## src/rtl/vga_timing_pkg.sv

```systemverilog
// vga_timing_pkg: shared raster timing defaults and register map for the VGA sync peripheral.
// The default set is 640x480@60 with a pixel rate of clk/2 from a 50 MHz clock.
package vga_timing_pkg;

    localparam logic [9:0] DEF_H_ACTIVE = 10'd640;
    localparam logic [9:0] DEF_H_FP     = 10'd16;
    localparam logic [9:0] DEF_H_SYNC   = 10'd96;
    localparam logic [9:0] DEF_H_BP     = 10'd48;

    localparam logic [9:0] DEF_V_ACTIVE = 10'd480;
    localparam logic [9:0] DEF_V_FP     = 10'd10;
    localparam logic [9:0] DEF_V_SYNC   = 10'd2;
    localparam logic [9:0] DEF_V_BP     = 10'd33;

    typedef enum logic [1:0] {
        CTRL    = 2'd0,
        LINE_LO = 2'd1,
        LINE_HI = 2'd2,
        STATUS  = 2'd3
    } reg_addr_e;

    localparam int CTRL_ENABLE_BIT = 0;
    localparam int CTRL_INT_EN_BIT = 1;

endpackage

```

## src/rtl/vga_sync_gen.sv

```systemverilog
// vga_sync_gen: CPU-controlled VGA raster generator with registered sync, blank and coordinates.
// Raises a level frame interrupt when the raster enters vertical blanking.
module vga_sync_gen
    import vga_timing_pkg::*;
#(
    parameter logic [9:0] H_ACTIVE = DEF_H_ACTIVE,
    parameter logic [9:0] H_FP     = DEF_H_FP,
    parameter logic [9:0] H_SYNC   = DEF_H_SYNC,
    parameter logic [9:0] H_BP     = DEF_H_BP,
    parameter logic [9:0] V_ACTIVE = DEF_V_ACTIVE,
    parameter logic [9:0] V_FP     = DEF_V_FP,
    parameter logic [9:0] V_SYNC   = DEF_V_SYNC,
    parameter logic [9:0] V_BP     = DEF_V_BP
) (
    input  logic       clk,
    input  logic       rst,
    input  logic       ce,
    input  logic       wren,
    input  logic [1:0] addr,
    input  logic [7:0] from_cpu,
    output logic [7:0] to_cpu,
    output logic       hsync,
    output logic       vsync,
    output logic       blank,
    output logic       pix_ce,
    output logic [9:0] pix_x,
    output logic [9:0] pix_y,
    output logic       frame_int
);

    localparam logic [9:0] H_TOTAL      = H_ACTIVE + H_FP + H_SYNC + H_BP;
    localparam logic [9:0] V_TOTAL      = V_ACTIVE + V_FP + V_SYNC + V_BP;
    localparam logic [9:0] H_SYNC_START = H_ACTIVE + H_FP;
    localparam logic [9:0] H_SYNC_END   = H_SYNC_START + H_SYNC;
    localparam logic [9:0] V_SYNC_START = V_ACTIVE + V_FP;
    localparam logic [9:0] V_SYNC_END   = V_SYNC_START + V_SYNC;

    logic       r_enable;
    logic       r_int_en;
    logic       r_pix_ce;
    logic       r_hsync;
    logic       r_vsync;
    logic       r_blank;
    logic       r_frame_flag;
    logic [9:0] r_pix_x;
    logic [9:0] r_pix_y;
    logic [7:0] r_to_cpu;

    logic       w_ctrl_wr;
    logic       w_status_wr;
    logic       w_run;
    logic       w_adv;
    logic       w_frame_set;
    logic [9:0] w_next_x;
    logic [9:0] w_next_y;
    logic [7:0] w_rd_data;
    logic       w_unused_data;

    assign w_ctrl_wr     = ce & wren & (addr == CTRL);
    assign w_status_wr   = ce & wren & (addr == STATUS);
    assign w_unused_data = ^from_cpu[7:2];

    // A disabling write idles the raster on its own edge, while an enabling write only
    // takes hold one edge later so the divider restarts with the same phase as after reset.
    assign w_run       = r_enable & ~(w_ctrl_wr & ~from_cpu[CTRL_ENABLE_BIT]);
    assign w_adv       = w_run & r_pix_ce;
    assign w_frame_set = w_adv & (w_next_x == 10'd0) & (w_next_y == V_ACTIVE);

    always_comb begin
        w_next_x = r_pix_x;
        w_next_y = r_pix_y;
        if (w_adv) begin
            if (r_pix_x == H_TOTAL - 10'd1) begin
                w_next_x = 10'd0;
                w_next_y = (r_pix_y == V_TOTAL - 10'd1) ? 10'd0 : r_pix_y + 10'd1;
            end else begin
                w_next_x = r_pix_x + 10'd1;
            end
        end
    end

    always_ff @(posedge clk) begin
        if (rst) begin
            r_enable <= 1'b1;
            r_int_en <= 1'b0;
        end else if (w_ctrl_wr) begin
            r_enable <= from_cpu[CTRL_ENABLE_BIT];
            r_int_en <= from_cpu[CTRL_INT_EN_BIT];
        end
    end

    // Sync and blank are decoded from the next counter value so they land with the counters.
    always_ff @(posedge clk) begin
        if (rst || !w_run) begin
            r_pix_ce <= 1'b0;
            r_pix_x  <= 10'd0;
            r_pix_y  <= 10'd0;
            r_hsync  <= 1'b1;
            r_vsync  <= 1'b1;
            r_blank  <= 1'b1;
        end else begin
            r_pix_ce <= ~r_pix_ce;
            r_pix_x  <= w_next_x;
            r_pix_y  <= w_next_y;
            r_hsync  <= ~((w_next_x >= H_SYNC_START) && (w_next_x < H_SYNC_END));
            r_vsync  <= ~((w_next_y >= V_SYNC_START) && (w_next_y < V_SYNC_END));
            r_blank  <= (w_next_x >= H_ACTIVE) || (w_next_y >= V_ACTIVE);
        end
    end

    always_ff @(posedge clk) begin
        if (rst) begin
            r_frame_flag <= 1'b0;
        end else if (w_frame_set) begin
            r_frame_flag <= 1'b1;
        end else if (w_status_wr) begin
            r_frame_flag <= 1'b0;
        end
    end

    always_comb begin
        w_rd_data = 8'h00;
        case (addr)
            CTRL:    w_rd_data = {6'b0, r_int_en, r_enable};
            LINE_LO: w_rd_data = r_pix_y[7:0];
            LINE_HI: w_rd_data = {6'b0, r_pix_y[9:8]};
            STATUS:  w_rd_data = {4'b0, r_frame_flag, r_blank, ~r_vsync, ~r_hsync};
            default: w_rd_data = 8'h00;
        endcase
    end

    always_ff @(posedge clk) begin
        if (rst) begin
            r_to_cpu <= 8'h00;
        end else if (ce) begin
            r_to_cpu <= w_rd_data;
        end
    end

    assign to_cpu    = r_to_cpu;
    assign hsync     = r_hsync;
    assign vsync     = r_vsync;
    assign blank     = r_blank;
    assign pix_ce    = r_pix_ce;
    assign pix_x     = r_pix_x;
    assign pix_y     = r_pix_y;
    assign frame_int = r_frame_flag & r_int_en;

endmodule
```

## config.mk

```make
export PLATFORM = sky130hd
export DESIGN_NAME = vga_sync_gen
export DESIGN_NICKNAME = d
export VERILOG_FILES = /design/src/rtl/vga_timing_pkg.sv /design/src/rtl/vga_sync_gen.sv
export SDC_FILE = /design/constraint.sdc
export NUM_CORES = 1
export LEC_CHECK = 0
export BUFFER_PORTS_ARGS = -buffer_cell sky130_fd_sc_hd__buf_2
export CAP_MARGIN = 30
export CORE_UTILIZATION = 35
export CTS_BUF_LIST = sky130_fd_sc_hd__clkbuf_16
export CTS_CLUSTER_SIZE = 24
export DETAILED_ROUTE_END_ITERATION = 7
export HOLD_SLACK_MARGIN = 0.03
export PLACE_DENSITY_LB_ADDON = 0.12
export SLEW_MARGIN = 20
export SYNTH_ARGS = -nofsm -noshare
export SYNTH_HDL_FRONTEND = slang
export SYNTH_SLANG_ARGS = --single-unit
```

## constraint.sdc

```tcl
create_clock -name clk -period 3 [get_ports clk]
set_clock_uncertainty 0.05 [all_clocks]
set_input_delay 0.6 -clock clk [delete_from_list [all_inputs] [get_ports clk]]
set_output_delay 0.6 -clock clk [all_outputs]
set_load 0.05 [all_outputs]
```

### Word level (Yosys, flattened, before mapping)

Index checks and enable logic that the tools add are counted.

* $add $sub $neg: 2
* order comparisons: 6
* equality and inequality tests: 6
* muxes and demuxes: 8
* bitwise operators: 16
* reduce and logical (&&, ||, !) cells: 8

Operator list (number)
* $mux 10: 5
* $pmux 8 s4: 1
* $add 10x1->10 const B: 2
* $eq 10x10->1 const B: 2
* $ge 10x10->1 const B: 2
* $ge 10x9->1 const B: 2
* $eq 10x9->1 const B: 1
* $logic_not 10->1: 1
* $lt 10x10->1 const B: 1
* $lt 10x9->1 const B: 1
* $and 1x1->1: 9
* $not 1->1: 7
* $eq 2x2->1 const B: 2
* $eq 2x1->1 const B: 1
* $logic_and 1x1->1: 2
* $logic_not 2->1: 1
* $logic_or 1x1->1: 2
* $mux 1: 2
* $reduce_bool 2->1: 1
* $logic_not 1->1: 1

* register bits: 35
* input port bits: 14
* output and inout bits: 33
* word-level logic and storage cells: 56

### Longest topological paths before layout

* depth in word-level cells: 11
* mapped depth: 10
* gate-level depth less buffers: 8

### Least setup slack after synthesis

OpenSTA, ideal clock, no wires.

* kind: flip-flop to flip-flop
* from: reg r_pix_y[0], in the netlist pix_y[0]
* to: reg r_blank, in the netlist blank
* library setup time: 0.065 ns
* data arrival time: 2.683 ns
* required time: 2.885 ns
* slack: 0.202 ns
* stages on the path, launching flop included: 10
* path buffers: 1
* clock period less this slack: 2.798 ns
* cells stage by stage: dfxtp_1 inv_1 ha_1 nor4b_2 and4b_1 clkbuf_1 or3_4 a2bb2oi_1 or4_1 nand4b_1

* cells in the longest elaborated chain, start to end: 6
* elaborated cells on any way between the ends: 7
* those cells by class: add/sub (1); order compare (1); eq/ne (1); mux (3); reduce/logical (1)

RTL lines
* start: declaration: RTL line vga_sync_gen.sv:46 `logic [9:0] r_pix_y;`
* start signal: assignment: RTL line vga_sync_gen.sv:104 `r_pix_y <= w_next_y;`
* $add 10x1->10 or $eq 10x10->1 (tied branches): RTL line vga_sync_gen.sv:75 `w_next_y = (r_pix_y == V_TOTAL - 10'd1) ? 10'd0 : r_pix_y + 10'd1;`
* $mux 10: RTL line vga_sync_gen.sv:75
* $mux 10: RTL line vga_sync_gen.sv:73 `if (r_pix_x == H_TOTAL - 10'd1) begin`
* $mux 10 *: RTL line vga_sync_gen.sv:72 `if (w_adv) begin`
* $ge 10x9->1 *: RTL line vga_sync_gen.sv:107 `r_blank <= (w_next_x >= H_ACTIVE) || (w_next_y >= V_ACTIVE);`
* $logic_or 1x1->1 *: RTL line vga_sync_gen.sv:107
* end signal: assignment: RTL line vga_sync_gen.sv:107
* end: declaration: RTL line vga_sync_gen.sv:43 `logic r_blank;`

Mark *: on every way between the ends. The rest lies on a longest branch, timed or not.
A chain may end at the register's enable or synchronous reset.

### Worst setup path in the final report

* from: reg r_pix_x[1], in the netlist pix_x[1]
* to: reg r_vsync, in the netlist vsync

* cells in the longest elaborated chain, start to end: 6
* elaborated cells on any way between the ends: 7
* those cells by class: order compare (2); eq/ne (1); mux (2); bitwise (1); reduce/logical (1)

RTL lines
* start: declaration: RTL line vga_sync_gen.sv:45 `logic [9:0] r_pix_x;`
* start signal: assignment: RTL line vga_sync_gen.sv:103 `r_pix_x <= w_next_x;`
* $eq 10x10->1 *: RTL line vga_sync_gen.sv:73
* $mux 10 *: RTL line vga_sync_gen.sv:73
* $mux 10 *: RTL line vga_sync_gen.sv:72
* $ge 10x9->1 or $lt 10x9->1 (tied branches): RTL line vga_sync_gen.sv:106 `r_vsync <= ~((w_next_y >= V_SYNC_START) && (w_next_y < V_SYNC_END));`
* $logic_and 1x1->1 *: RTL line vga_sync_gen.sv:106
* $not 1->1 *: RTL line vga_sync_gen.sv:106
* end signal: assignment: RTL line vga_sync_gen.sv:106
* end: declaration: RTL line vga_sync_gen.sv:42 `logic r_vsync;`

Marks and branches as above.

==> summary.txt <==
STATUS
------------------------------------------------------------------------------------------------------
Result of the run .......................................................................    completed

ROUTING
------------------------------------------------------------------------------------------------------
Detailed router's first-iteration violation count .......................................          129
Antenna violation net count after detailed routing ......................................            0
Number of remaining DRC errors ..........................................................            0
Vias/cell ...............................................................................         5.60
Via count of the routed design ..........................................................         2106
Average wire per cell in the routed design ..............................................      15.9 um
Final Routed Wirelength .................................................................      5980 um
DRT Pass-1 Iters ........................................................................            4

FINAL LAYOUT
------------------------------------------------------------------------------------------------------
Total inserted antenna cells ............................................................            0
Share of final-layout standard cells stronger than drive strength 1 .....................        22.3%
Post-Route Utilization ..................................................................        43.8%
Filler cell count in the final layout ...................................................          641
Final Net Count .........................................................................          317
Layout overhead on the synthesized area .................................................        21.2%

SYNTH
------------------------------------------------------------------------------------------------------
Syn Inst Count ..........................................................................          262
Syn nets ................................................................................          279
Primary flip-flop cell chosen by synthesis mapping ...................................... sky130_fd_sc_hd__dfxtp_1
Synth warn ..............................................................................            0
Register area share after synthesis .....................................................        33.0%
Share of synthesized flip-flops with an asynchronous set or reset .......................           0%
Cell variety after synth ................................................................           55
Post-synthesis cell area ................................................................ 0.00213 sq mm
EDFF count, synth .......................................................................            0
Post-Syn Area per Cell ..................................................................   8.11 sq um
Total of flip-flops plus latches after synthesis ........................................           35

PWR
------------------------------------------------------------------------------------------------------
Leakage power ...........................................................................   0.00103 uW
Power Density ...........................................................................  482 mW/mm^2
Max VDD drop ............................................................................   0.000282 V

CLOCK TREE
------------------------------------------------------------------------------------------------------
Number of post-CTS setup repair buffers .................................................            0
Clock tree sinks ........................................................................           35
Latest clock arrival within the worst-skew pair .........................................      0.28 ns
CTS H-tree lvls .........................................................................            2
CTS Hold Buffers Added ..................................................................            0
Number of buffers created by CTS ........................................................            5
Clk root buf ............................................................................ sky130_fd_sc_hd__clkbuf_16
Quantity of gates resized following cts .................................................            0
Buffer depth of the longest clock path ..................................................            2
CTS tree ................................................................................        built
Clock transition at the register clock pins on the worst setup and hold paths after CTS .      0.05 ns

GLOBAL ROUTE
------------------------------------------------------------------------------------------------------
Remaining global-route overflow .........................................................            0
Via count of the first global-routing pass ..............................................         1899
Total routing resource utilization after global routing .................................        19.9%
Wire length of the first global-routing pass ............................................      9640 um
Number of antenna violations at the first check in global routing .......................            0
Maximum number of pins on one net before global-route repair ............................           22

TIMING
------------------------------------------------------------------------------------------------------
Upper clock frequency limit .............................................................    0.375 GHz
Setup repair after global routing missed its margin .....................................        false
Least-Margin Pin Slew ...................................................................     0.627 ns
Portion of the clock cycle consumed by the worst path in the final layout ...............        88.9%
Final max-slew violation count ..........................................................            0
Setup_tns ...............................................................................         0 ns
Time the worst path needs with I/O delays and setup .....................................      2.67 ns
Max_slew headroom .......................................................................        57.1%
Final-report setup violation count ......................................................            0
Final hold violations ...................................................................            0

JOB
------------------------------------------------------------------------------------------------------
Maxcap violations .......................................................................            0

DIE
------------------------------------------------------------------------------------------------------
Overall die height ......................................................................      79.9 um
Row count ...............................................................................           28
Area of the core ........................................................................ 0.00589 sq mm
Number of top-level pins ................................................................           47
Starting Density ........................................................................        36.1%
Area of the die ......................................................................... 0.00639 sq mm
Die X-Extent ............................................................................      79.9 um

PLACEMENT
------------------------------------------------------------------------------------------------------
Post-detailed-placement half-perimeter wirelength .......................................      4280 um
Global placement routability congestion .................................................        0.834
IO buf count ............................................................................           40

SETUP PATH
------------------------------------------------------------------------------------------------------
Sort of element at the end of the critical path .........................................    flip-flop
WP data required ........................................................................      3.09 ns
Critical path arrival ...................................................................      2.76 ns
Type of origin of the critical path .....................................................    flip-flop
Critical path class ..................................................................... flip-flop to flip-flop
Largest fanout on the critical path .....................................................            8

MIN PATH
------------------------------------------------------------------------------------------------------
Worst hold-check path type .............................................................. flip-flop to flip-flop

final timing paths:
check                 from     end  slack, ns  cells after the start
hold / removal      pix_ce  pix_ce       0.39                      1
setup reg to reg  pix_x[1]   vsync       0.33                      7
hold reg to reg     pix_ce  pix_ce       0.39                      1
setup / recovery  pix_x[1]   vsync       0.33                      7
synth_stat cells (2+ instances only):
cell	n	area share, %
sky130_fd_sc_hd__a2111oi_0	3	1.2
sky130_fd_sc_hd__a211oi_1	2	0.71
sky130_fd_sc_hd__a21o_1	2	0.71
sky130_fd_sc_hd__a21oi_1	18	4.2
sky130_fd_sc_hd__a311oi_1	2	0.82
sky130_fd_sc_hd__a31oi_1	4	1.2
sky130_fd_sc_hd__a41oi_1	2	0.82
sky130_fd_sc_hd__and2_1	4	1.2
sky130_fd_sc_hd__and3_1	3	0.88
sky130_fd_sc_hd__and3b_1	2	0.82
sky130_fd_sc_hd__and4b_1	2	0.94
sky130_fd_sc_hd__buf_1	2	0.35
sky130_fd_sc_hd__buf_2	4	0.94
sky130_fd_sc_hd__buf_4	5	1.8
sky130_fd_sc_hd__buf_6	2	1.1
sky130_fd_sc_hd__clkbuf_1	7	1.2
sky130_fd_sc_hd__dfxtp_1	35	33
sky130_fd_sc_hd__ha_1	3	1.8
sky130_fd_sc_hd__inv_1	8	1.4
sky130_fd_sc_hd__mux2i_1	3	1.4
sky130_fd_sc_hd__mux4_2	2	2.1
sky130_fd_sc_hd__nand2_1	17	3.0
sky130_fd_sc_hd__nand2b_1	7	2.1
sky130_fd_sc_hd__nand3_1	22	5.2
sky130_fd_sc_hd__nand3b_1	2	0.71
sky130_fd_sc_hd__nand4_1	5	1.5
sky130_fd_sc_hd__nor2_1	24	4.2
sky130_fd_sc_hd__nor2b_1	3	0.88
sky130_fd_sc_hd__nor3_1	8	1.9
sky130_fd_sc_hd__nor4_1	4	1.2
sky130_fd_sc_hd__nor4bb_1	3	1.4
sky130_fd_sc_hd__o211ai_1	4	1.4
sky130_fd_sc_hd__o21ai_0	10	2.4
sky130_fd_sc_hd__o22ai_1	2	0.59
sky130_fd_sc_hd__or3_1	4	1.2
sky130_fd_sc_hd__or4_1	5	1.8
sky130_fd_sc_hd__xnor2_1	3	1.2
sky130_fd_sc_hd__xor2_1	7	2.9
per-layer routing:
layer  wire length, um  track usage (%)
met1              2930             27.2
met2              2650             30.4
met3               245             3.89
met4               149             8.04
met5                 0                0
registers in the layout, summed over array words and instances (netlist names):
register      cells
pix_y            10
pix_ce            1
blank             1
to_cpu            8
r_enable          1
hsync             1
vsync             1
r_frame_flag      1
pix_x            10
r_int_en          1
placed cells by master, fill, tap and decap left out, types with 5 or more instances in the layout:
cell                         n
sky130_fd_sc_hd__nor3_1      8
sky130_fd_sc_hd__nand3_1    22
sky130_fd_sc_hd__buf_2      40
sky130_fd_sc_hd__clkbuf_16   5
sky130_fd_sc_hd__nand4_1     5
sky130_fd_sc_hd__nand2b_1    7
sky130_fd_sc_hd__o21ai_0    10
sky130_fd_sc_hd__inv_1       9
sky130_fd_sc_hd__xor2_1      7
sky130_fd_sc_hd__a21oi_1    18
sky130_fd_sc_hd__dfxtp_1    35
sky130_fd_sc_hd__nor2_1     24
sky130_fd_sc_hd__buf_4      11
sky130_fd_sc_hd__or4_1       5
sky130_fd_sc_hd__nand2_1    17
power breakdown:
part	switching, uW	internal (uW)	leakage (uW)
clock	206	473	0.0000952
sequential	4.66	471	0.000283
combinational	61.6	26.1	0.000647
cells by family after synthesis:
| kind of cell | count (synthesis) | synth area share [%] |
|---|---|---|
| mux | 6 | 4.06 |
| xor+xnor | 10 | 4.12 |
| compound gates | 57 | 17.7 |
| flops | 35 | 33.0 |
| fa+ha+maj | 3 | 1.77 |
| buf+inv | 28 | 6.77 |
| simple gates | 123 | 32.6 |
stage by stage:
| step | hold slack (ns) | setup WS, ns | area (sq um) | std cells | total power [uW] |
|---|---|---|---|---|---|
| after floorplan | 0.420 | 0.202 | 2130 | 262 | 552 |
| after global placement | 0.376 | 0.294 | 2390 | 368 | 573 |
| after detailed placement | 0.381 | 0.311 | 2390 | 368 | 574 |
| after CTS | 0.391 | 0.363 | 2580 | 376 | 1260 |
| after global routing | 0.416 | 0.193 | 2580 | 376 | 1280 |
| final | 0.388 | 0.334 | 2580 | 376 | 1240 |
worst max-delay path, stage by stage, from the launching register on:
cell and delay [ns]:
sky130_fd_sc_hd__dfxtp_1 0.46, sky130_fd_sc_hd__ha_1 0.28, sky130_fd_sc_hd__and3_1 0.33, sky130_fd_sc_hd__nand3_2 0.19
sky130_fd_sc_hd__or3_4 0.43, sky130_fd_sc_hd__a2bb2oi_1 0.18, sky130_fd_sc_hd__nor4_1 0.45, sky130_fd_sc_hd__nand4_1 0.15
final cells by class:
type,instances,area [sq um],share of cell area [%]
clock buffer,5,125,4.85
clock inverter,3,63.8,2.48
inverter,8,30.0,1.17
multi-input combinational,199,1280,49.7
sequential,35,701,27.2
tap,75,93.8,3.64
timing repair buffer,51,283,11.0
(Power assumes the default switching activity.)
